==> src/rtl/lifo_arb_pkg.sv <==
// Shared types and helpers for the LIFO access arbiter: FSM state encoding,
// op encoding and the client-index width helper.
package lifo_arb_pkg;

   typedef enum logic [1:0] {
      IDLE    = 2'd0,
      ISSUE   = 2'd1,
      CAPTURE = 2'd2,
      RESP    = 2'd3
   } state_t;

   localparam logic OP_PUSH = 1'b0;
   localparam logic OP_POP  = 1'b1;

   // Width of a client index; a single client still needs one bit.
   function automatic int unsigned idx_width(input int unsigned n);
      return (n > 1) ? $clog2(n) : 1;
   endfunction

endpackage

==> src/rtl/lifo_arb_picker.sv <==
// Combinational winner selection. LIFO_ARB_ROUND_ROBIN_EN selects round-robin
// starting at ptr; otherwise the lowest requesting index wins and ptr is ignored.
module lifo_arb_picker
   import lifo_arb_pkg::*;
#(
   parameter int unsigned Num_Requesters = 2,
   parameter int unsigned Idx_Width      = 1
) (
   input  logic [Num_Requesters-1:0] req,
   input  logic [Idx_Width-1:0]      ptr,
   output logic                      grant_valid,
   output logic [Idx_Width-1:0]      grant_idx
);

`ifdef LIFO_ARB_ROUND_ROBIN_EN
   always_comb begin
      int unsigned j;
      grant_valid = 1'b0;
      grant_idx   = '0;
      j           = 0;
      // Scan from ptr, wrapping once around the request vector.
      for (int unsigned k = 0; k < Num_Requesters; k++) begin
         j = 32'(ptr) + k;
         if (j >= Num_Requesters) j = j - Num_Requesters;
         if (!grant_valid && req[j]) begin
            grant_valid = 1'b1;
            grant_idx   = Idx_Width'(j);
         end
      end
   end
`else
   logic unused_ptr;
   assign unused_ptr = ^ptr;

   always_comb begin
      grant_valid = 1'b0;
      grant_idx   = '0;
      for (int unsigned k = 0; k < Num_Requesters; k++) begin
         if (!grant_valid && req[k]) begin
            grant_valid = 1'b1;
            grant_idx   = Idx_Width'(k);
         end
      end
   end
`endif

endmodule

==> src/rtl/lifo_access_arbiter.sv <==
// Arbitrates push/pop requests from several clients onto one LIFO data port.
// Round-robin arbitration is enabled with LIFO_ARB_ROUND_ROBIN_EN.
module lifo_access_arbiter
   import lifo_arb_pkg::*;
#(
   parameter int unsigned Num_Requesters = 2,
   parameter int unsigned Data_Width     = 8
) (
   input  logic                                 clk,
   input  logic                                 reset,
   input  logic [Num_Requesters-1:0]            req_valid,
   input  logic [Num_Requesters-1:0]            req_pop,
   input  logic [Num_Requesters*Data_Width-1:0] req_data,
   output logic [Num_Requesters-1:0]            rsp_valid,
   output logic                                 rsp_err,
   output logic [Data_Width-1:0]                rsp_data,
   output logic                                 busy,
   output logic                                 lifo_write,
   output logic                                 lifo_read,
   output logic [Data_Width-1:0]                lifo_data_in,
   input  logic [Data_Width-1:0]                lifo_data_out,
   input  logic                                 lifo_full,
   input  logic                                 lifo_empty
);

   localparam int unsigned IW = idx_width(Num_Requesters);

   state_t        state;
   logic [IW-1:0] win_q;
   logic [IW-1:0] ptr_q;
   logic          op_q;
   logic          err_q;

   logic          pick_valid;
   logic [IW-1:0] pick_idx;
   logic          pick_op;
   logic          pick_err;
   logic [IW-1:0] ptr_next;

   lifo_arb_picker #(
      .Num_Requesters (Num_Requesters),
      .Idx_Width      (IW)
   ) u_picker (
      .req         (req_valid),
      .ptr         (ptr_q),
      .grant_valid (pick_valid),
      .grant_idx   (pick_idx)
   );

   // Flags are stable in IDLE since no strobe is outstanding.
   assign pick_op  = req_pop[pick_idx];
   assign pick_err = (pick_op == OP_POP) ? lifo_empty : lifo_full;
   assign ptr_next = (pick_idx == IW'(Num_Requesters - 1)) ? '0 : pick_idx + IW'(1);
   assign busy     = (state != IDLE);

   always_ff @(posedge clk) begin
      if (reset) begin
         state        <= IDLE;
         win_q        <= '0;
         ptr_q        <= '0;
         op_q         <= OP_PUSH;
         err_q        <= 1'b0;
         rsp_valid    <= '0;
         rsp_err      <= 1'b0;
         rsp_data     <= '0;
         lifo_write   <= 1'b0;
         lifo_read    <= 1'b0;
         lifo_data_in <= '0;
      end else begin
         rsp_valid  <= '0;
         rsp_err    <= 1'b0;
         lifo_write <= 1'b0;
         lifo_read  <= 1'b0;
         case (state)
            IDLE: begin
               if (pick_valid) begin
                  win_q <= pick_idx;
                  op_q  <= pick_op;
                  err_q <= pick_err;
                  ptr_q <= ptr_next;
                  if (!pick_err) lifo_data_in <= req_data[pick_idx*Data_Width +: Data_Width];
                  state <= pick_err ? RESP : ISSUE;
               end
            end
            ISSUE: begin
               lifo_write <= (op_q == OP_PUSH);
               lifo_read  <= (op_q == OP_POP);
               state      <= CAPTURE;
            end
            CAPTURE: begin
               if (op_q == OP_POP) rsp_data <= lifo_data_out;
               state <= RESP;
            end
            RESP: begin
               rsp_valid[win_q] <= 1'b1;
               rsp_err          <= err_q;
               state            <= IDLE;
            end
            default: state <= IDLE;
         endcase
      end
   end

endmodule

==> config.mk <==
export PLATFORM = sky130hd
export DESIGN_NAME = lifo_access_arbiter
export DESIGN_NICKNAME = d
export VERILOG_FILES = /design/src/rtl/lifo_arb_pkg.sv /design/src/rtl/lifo_arb_picker.sv /design/src/rtl/lifo_access_arbiter.sv
export SDC_FILE = /design/constraint.sdc
export NUM_CORES = 1
export LEC_CHECK = 0
export ABC_AREA = 1
export BUFFER_PORTS_ARGS = -buffer_cell sky130_fd_sc_hd__buf_4
export CORE_ASPECT_RATIO = 1.25
export CORE_MARGIN = 5
export CORE_UTILIZATION = 47
export CTS_CLUSTER_SIZE = 24
export DETAILED_ROUTE_END_ITERATION = 7
export HOLD_SLACK_MARGIN = 0.02
export PLACE_DENSITY = 0.84
export SETUP_SLACK_MARGIN = 0.3
export SLEW_MARGIN = 20
export SYNTH_ARGS = -nofsm -noshare
export SYNTH_HDL_FRONTEND = slang
export SYNTH_SLANG_ARGS = --single-unit
==> constraint.sdc <==
create_clock -name clk -period 1.55 [get_ports clk]
set_input_delay 0.31 -clock clk [delete_from_list [all_inputs] [get_ports clk]]
set_output_delay 0.31 -clock clk [all_outputs]
set_load 0.05 [all_outputs]
* Yosys cells after proc, flatten, opt, wreduce, memory -nomap -nowiden
Index checks and enable logic that the tools add are counted.
** Cells by class
- Equal/unequal tests :: 4
- $lt $le $gt $ge :: 3
- Multiplexer cells :: 11
- Bitwise logic cells :: 4
- Shift-type cells :: 1
- Reduce and logical (&&, ||, !) cells :: 10
** Operator list (number)
- $shiftx 16x5->8 :: 1
- $pmux 2 s4 :: 1
- $mux 1 :: 7
- $eq 2x2->1 const B :: 2
- $lt 1x2->1 const B :: 2
- $mux 2 :: 2
- $not 1->1 :: 4
- $reduce_and 2->1 :: 2
- $reduce_or 2->1 :: 2
- $reduce_and 3->1 :: 1
- $eq 2x1->1 const B :: 1
- $logic_and 1x1->1 :: 2
- $logic_not 2->1 :: 1
- $ne 2x2->1 const B :: 1
- $reduce_bool 2->1 :: 1
- $demux 1 s1 :: 1
- $ge 1x1->1 const B :: 1
- $logic_not 1->1 :: 1
** Storage, ports and cells
- Input port bits :: 32
- Logic and storage cells :: 43
- Register bits :: 26
- Output and inout bits :: 22

* Longest topological paths before layout
Gate-level depths: netlist of run 1.
- Word-level depth :: 10
- Depth in mapped cells :: 10
- Gate-level depth less buffers :: 9

* By module
From an unflattened synthesis of run 1, not the netlist that was laid out.
** Unflattened totals
- Cells, all modules :: 176
- Area total of the unflattened synthesis :: 1243.7 µm²
** By module, submodules not included
- lifo_access_arbiter :: seq. area each 540.5 µm², cells each 172, times used 1, area each 1228.7 µm²
- lifo_arb_picker :: seq. area each 0.0 µm², cells each 4, times used 1, area each 15.0 µm²

* Least setup slack after synthesis of run 1
OpenSTA, ideal clock, no wires.
- Kind :: register to register
- From :: register state[0]
- To :: register err_q
- Path slack :: 129 ps
- Period minus slack after synthesis :: 1421 ps
- Stages on the path, launching flop included :: 8
- Library setup time :: 116 ps
- Data arrival time :: 1304 ps
- Path buffers :: 1
- Data required time :: 1434 ps
- Path through :: dfxtp_1 inv_1 ha_1 inv_2 nor2_4 buf_6 o211ai_1 inv_1
** Between the ends
- Cells in the longest elaborated chain, start to end :: 2
** Ends and longest elaborated chain
- from (decl) :: RTL line lifo_access_arbiter.sv:28 : state_t state;
- from (signal assigned) :: RTL line lifo_access_arbiter.sv:82 : state <= pick_err ? RESP : ISSUE;
- $logic_not 2->1 :: RTL line lifo_access_arbiter.sv:74 : case (state)
- $reduce_and 2->1 (no line)
- to (signal assigned) :: RTL line lifo_access_arbiter.sv:79 : err_q <= pick_err;
- to (decl) :: RTL line lifo_access_arbiter.sv:32 : logic err_q;
No other way between the ends.
A chain may end at the register's enable or synchronous reset.

* Final worst setup path of run 1
- From :: register state[0]
- To :: output port busy
** Between the ends
- Cells in the longest elaborated chain, start to end :: 1
** Ends and longest elaborated chain
- $reduce_bool 2->1 :: RTL line lifo_access_arbiter.sv:54 : assign busy = (state != IDLE);
- to (decl) :: RTL line lifo_access_arbiter.sv:17 : output logic busy,
No other way between the ends.

==> impl_metrics.env, run 1 <==
export IMPL_fmax_ghz=0.697
export IMPL_setup_tns_ns=0
export IMPL_clock_path_buffers=2
export IMPL_postSynthCellCount=188
export IMPL_grt_pass1_vias=1183
export IMPL_syn_nets=224
export IMPL_clock_latency_ns=0.33
export IMPL_setup_viol=0
export IMPL_cts_buffers=3
export IMPL_slew_viol_final=0
export IMPL_placed_cell_area_um2=1750
export IMPL_irDropWorstVdd_uv=794
export IMPL_fin_skew_ns=0.0158
export IMPL_final_setup_worst_slack_ns=0.115
export IMPL_postCtsHoldBufs=0
export IMPL_gr_total_overflow=0
export IMPL_drc_errors=0
export IMPL_fin_cells=289
export IMPL_path_cells="inv_2 -> ha_4 -> inv_6 -> buf_8"
export IMPL_finalHoldViolations=0
export IMPL_worstPathRequired_ns=1.24
export IMPL_synth_top_area_share_pct=40.0
export IMPL_synthDistinctLibCells=23
export IMPL_critPathCaptureType="output pin"
export IMPL_start_util_pct=48.6
export IMPL_cts_sinks=26
export IMPL_ios=54
export IMPL_postRouteAntennaNets=0
export IMPL_relSlewSlack_pct=75.6
export IMPL_synth_commonest_cells="47 x nand2_1, 38 x inv_1, 26 x dfxtp_1"
export IMPL_period_share_pct=92.6
export IMPL_gp_congestion=0.781
export IMPL_crit_family="flip-flops"
export IMPL_dr_pass1_iters=4
export IMPL_power_density_nw_per_um2=1310
export IMPL_cts_tree="done"
export IMPL_yosysMostFrequentCell="nand2_1"
export IMPL_synth_edf_count=0
export IMPL_routed_wl_um=3500
export IMPL_fp_dieH_um=68.8
export IMPL_start_kind="flop"
export IMPL_wl_per_cell_um=12.1
export IMPL_synth_async_reset_ratio_pct=0
export IMPL_areaGrowthSynthToFinish_pct=52.1
export IMPL_rows=21
export IMPL_numPortBuffers=53
export IMPL_avgSynthCellArea_um2=6.92
export IMPL_grt_max_degree=16
export IMPL_ys_seq_elements=26
export IMPL_cts_clk_slew_worst_paths_ns=0.15
export IMPL_yosys_warnings=0
export IMPL_critical_path_max_stage_delay_ns=0.37
export IMPL_n_antenna_cell=0
export IMPL_p_leak_nw=1.04
export IMPL_hpwl_um=2230
export IMPL_drtIter0Drc=28
export IMPL_final_nets=292
export IMPL_hold_path_class="primary input to flop"
export IMPL_crit_fanout=3
export IMPL_via_count=1356
export IMPL_root_buffer="clkbuf_4"
export IMPL_drive_gt1_share_pct=43.9
export IMPL_final_area_um2=1980
export IMPL_syn_area_um2=1300
export IMPL_critical_path_class="flop to output pin"
export IMPL_dpl_cell_count=274
export IMPL_ys_seq_area_share_pct=40.0
export IMPL_synthFlopType="dfxtp_1"
export IMPL_yosys_area_top_type="dfxtp_1"
export IMPL_fin_util_pct=73.9
export IMPL_cts_htree_levels=1
export IMPL_worstMarginPinSlew_ns=0.365
export IMPL_rsz0062_at_grt="yes"
export IMPL_dieArea_um2=3930
export IMPL_die_x_um=57.1
export IMPL_grt_pass1_wl_um=4950
export IMPL_status="finished, final reports clean"
export IMPL_period_needed_ns=1.44
export IMPL_drv_cap=0
export IMPL_grt_use_total_pct=16.1
export IMPL_worstPathArrival_ns=1.13
export IMPL_ys_top_cells_by_area="dfxtp_1 40%, nand2_1 14%, inv_1 11%, nor2_1 6.6%, nand3_1 5.0%"
export IMPL_critPathSlowestCell="dfxtp_2"
export IMPL_core_area_um2=2680
export IMPL_path_buf_inv=3
export IMPL_vias_per_cell=4.69
export IMPL_antenna_found_initial=0
export IMPL_pre_cts_ws_ns=0.131
-- layout make-up --
type | count | area [um2]
clock inverters | 1 | 30.0
inverters | 41 | 161
repair buffers | 66 | 522
clock buffers | 3 | 22.5
flip-flops and latches | 26 | 523
well taps | 34 | 42.5
fillers | 205 | 701
multi-input cells | 118 | 678
-- power breakdown --
part	total [mW]	switching, mW	internal [mW]
Combinational	1.29	0.772	0.522
Clock	0.467	0.206	0.262
Sequential	0.829	0.0572	0.772
-- state kept, by name (all words and copies together) (netlist names) --
signal / cells
rsp_err: 1
rsp_valid: 2
op_q: 1
lifo_write: 1
lifo_data_in: 8
lifo_read: 1
err_q: 1
win_q: 1
rsp_data: 8
state: 2
-- layout by cell type (no fill, tap or decap) --
master	netlist	final
bufinv_16	0	1
ha_1	4	3
inv_2	2	7
nor2_1	23	23
o21ai_0	11	8
o21ai_2	0	2
nand3_4	1	3
nand2_1	47	40
o21ai_1	0	1
a31oi_1	1	1
o221ai_1	1	1
dfxtp_2	0	2
buf_4	1	60
o211ai_1	1	1
buf_6	2	5
nand2_2	1	8
inv_4	1	1
nor2_4	1	1
ha_4	0	1
inv_6	0	1
a21oi_2	1	1
a21oi_1	1	1
buf_8	0	1
dfxtp_1	26	24
nor2_2	7	7
nand3_1	13	8
nand2_4	2	2
clkbuf_4	0	3
nand3_2	2	6
inv_1	38	32
-- per-stage QoR --
| stage | power, mW | hold WS [ns] |
|---|---|---|
| after global routing | 2.73 | 0.127 |
| after CTS | 2.40 | 0.127 |
| after detailed placement | 1.81 | 0.423 |
| after global placement | 1.80 | 0.429 |
| final | 2.59 | 0.132 |
| after floorplan | 1.57 | 0.372 |
-- cells by family after synthesis --
| family | after synthesis | share of synthesized area, % |
|---|---|---|
| buffers and inverters | 45 | 14.6 |
| AO/OA/AOI/OAI | 16 | 7.02 |
| adder cells (fa/ha/maj) | 4 | 3.85 |
| flip-flops | 26 | 40.0 |
| AND/OR/NAND/NOR | 97 | 34.5 |
-- final timing paths --
path              cells after the start               to  slack (ns)     start
setup / recovery                      4             busy        0.11  state[0]
hold / removal                        2         state[1]        0.13     reset
setup reg to reg                      8  lifo_data_in[5]        0.21  state[1]
hold reg to reg                       2          rsp_err        0.45     err_q
-- routing by layer --
| layer | track usage (%) | share of wire (%) | vias to the layer above |
|---|---|---|---|
| li1 | - | - | 699 |
| met1 | 18.4 | 40 | 606 |
| met2 | 29.1 | 53 | 45 |
| met3 | 2.61 | 5.9 | 6 |
| met4 | 8.12 | 1.7 | 0 |
| met5 | 0 | 0 | - |
-- repair_timing --
| action | 4_1_cts | 5_1_grt |
|---|---|---|
| endpoints found under the hold margin | 0 | 0 |
| gates cloned | 0 | 1 |
| setup buffers | 8 | 2 |
| pin swaps | 1 | 17 |
| endpoints found under the setup margin | 13 | 14 |
| resized for setup | 6 | 28 |
Note: power is estimated with default switching activity, not from simulation.
==> run 2, diff against run 1 <==
CORE_UTILIZATION = 42   (was 47)
PLACE_DENSITY = 0.8   (was 0.84)
clock period = 1.3 ns   (was 1.55 ns; I/O delays follow)
==> run 2 against run 1 <==
Net effect: clock power up 24%; register-to-register slack worse by 0.25 ns; worst hold slack worse by 0.038 ns; critical path depth unchanged; critical path type unchanged; the run now ends with negative setup slack left; global-route usage up 2.6 points; largest cell class unchanged.
==> impl_metrics.env, run 2 (synthesis gave the netlist of run 1 again) <==
export IMPL_status="finished with violations"
export IMPL_dr_pass1_iters=4
export IMPL_grt_max_degree=16
export IMPL_cts_sinks=26
export IMPL_period_share_pct=106
export IMPL_cts_htree_levels=1
export IMPL_worstPathArrival_ns=1.12
export IMPL_finalHoldViolations=0
export IMPL_pre_cts_ws_ns=0.0511
export IMPL_r2r_setup_slack_ns=-0.04
export IMPL_worstPathRequired_ns=1.04
export IMPL_rr_worst_depth=8
export IMPL_period_needed_ns=1.38
export IMPL_timing_rr_start="state[1]"
export IMPL_core_area_um2=2970
export IMPL_fmax_ghz=0.726
export IMPL_hpwl_um=2220
export IMPL_wl_per_cell_um=16.2
export IMPL_critical_path_class="flop to output pin"
export IMPL_die_x_um=59.8
export IMPL_worstSetupEndpoint="busy"
export IMPL_final_setup_worst_slack_ns=-0.0777
export IMPL_vias_per_cell=4.91
export IMPL_fp_dieH_um=72.2
export IMPL_clock_latency_ns=0.34
export IMPL_cts_tree="done"
export IMPL_crit_start="state[1]"
export IMPL_clock_path_buffers=2
export IMPL_drtIter0Drc=71
export IMPL_numPortBuffers=53
export IMPL_final_cell_mix="50 x buf_4, 34 x nand2_1, 33 x inv_1"
export IMPL_gp_congestion=0.752
export IMPL_violations="negative setup slack"
export IMPL_cts_clk_slew_worst_paths_ns=0.14
export IMPL_power_density_nw_per_um2=1460
export IMPL_slew_viol_final=0
export IMPL_start_util_pct=43.8
export IMPL_grt_use_total_pct=18.7
export IMPL_rsz0062_at_grt="yes"
export IMPL_postRouteAntennaNets=0
export IMPL_drive_gt1_share_pct=64.4
export IMPL_setup_tns_ns=-0.154
export IMPL_n_antenna_cell=0
export IMPL_final_nets=304
export IMPL_root_buffer="clkbuf_4"
export IMPL_irDropWorstVdd_uv=1080
export IMPL_worstMarginPinSlew_ns=0.463
export IMPL_rr_endpoint="lifo_data_in[6]"
export IMPL_setup_viol=4
export IMPL_reg_top3="lifo_data_in: 8 flops, rsp_data: 8 flops"
export IMPL_dieArea_um2=4320
export IMPL_p_leak_nw=1.20
export IMPL_routed_wl_um=4910
export IMPL_final_common_cell="buf_4"
export IMPL_critPathCaptureType="output pin"
export IMPL_crit_fanout=3
export IMPL_gr_total_overflow=0
export IMPL_antenna_found_initial=0
export IMPL_rows=22
export IMPL_areaGrowthSynthToFinish_pct=89.0
export IMPL_hold_path_class="primary input to flop"
export IMPL_grt_pass1_wl_um=6170
export IMPL_relSlewSlack_pct=69.0
export IMPL_start_kind="flop"
export IMPL_ios=54
export IMPL_hold_ws_ns=0.0939
export IMPL_grt_pass1_vias=1329
export IMPL_via_count=1487
export IMPL_fin_skew_ns=0.0108
export IMPL_cts_buffers=3
export IMPL_drv_cap=0
export IMPL_drc_errors=0
run 2: how the worst min path moves through the flow:
stage                     startpoint       end  slack, ns  cells after the start
after floorplan                reset  state[1]       0.32                      1
after global placement         err_q   rsp_err       0.42                      2
after detailed placement       err_q   rsp_err       0.42                      2
after CTS                      reset  state[1]        0.1                      2
after global routing           reset  state[1]       0.06                      2
final                          reset  state[1]       0.09                      2
run 2: repair_timing:
item                                    in CTS  in global routing
cloned                                       3                  0
gates resized for setup                     95                 56
endpoints found under the setup margin      42                 43
buffers inserted                             6                 12
pin swaps                                    7                  9
hold buffers                                 0                  0
run 2: stage by stage:
| step | util, % | area, um2 | instances | power, mW |
|---|---|---|---|---|
| 2_1_floorplan | - | 1330 | 188 | 1.88 |
| 3_3_place_gp | 59.6 | 1770 | 278 | 2.19 |
| 3_5_place_dp | 59.6 | 1770 | 278 | 2.20 |
| 4_1_cts | 74.0 | 2200 | 291 | 3.20 |
| 5_1_grt | 82.7 | 2460 | 303 | 3.75 |
| 6_report | 82.7 | 2460 | 303 | 3.60 |
run 2: per-layer routing:
layer / track usage (%) / vias to the layer above / share of wire (%) / routed length (um)
met3: 2.14 / 21 / 5.3 / 260
li1: - / 722 / - / -
met2: 34.6 / 52 / 52 / 2550
met4: 6.65 / 0 / 6.0 / 294
met5: 0 / - / 0 / 0
met1: 21.4 / 692 / 37 / 1800
run 2: critical path: stages (launching register included):
cell and delay (ns):
dfxtp_2 0.36, inv_2 0.05, ha_4 0.17, inv_8 0.06
buf_12 0.13
run 2: power by group:
part	switching, mW	internal (mW)	total, mW
Sequential	0.121	0.934	1.06
Combinational	1.10	0.870	1.97
Clock	0.267	0.312	0.580
Total	1.48	2.12	3.60
run 2: layout make-up:
class                   instances  area (um2)
well taps                      36        45.0
flip-flops and latches         26         567
repair buffers                 77         767
fillers                       155         513
multi-input cells             119         852
clock inverters                 1        30.0
inverters                      41         176
clock buffers                   3        22.5
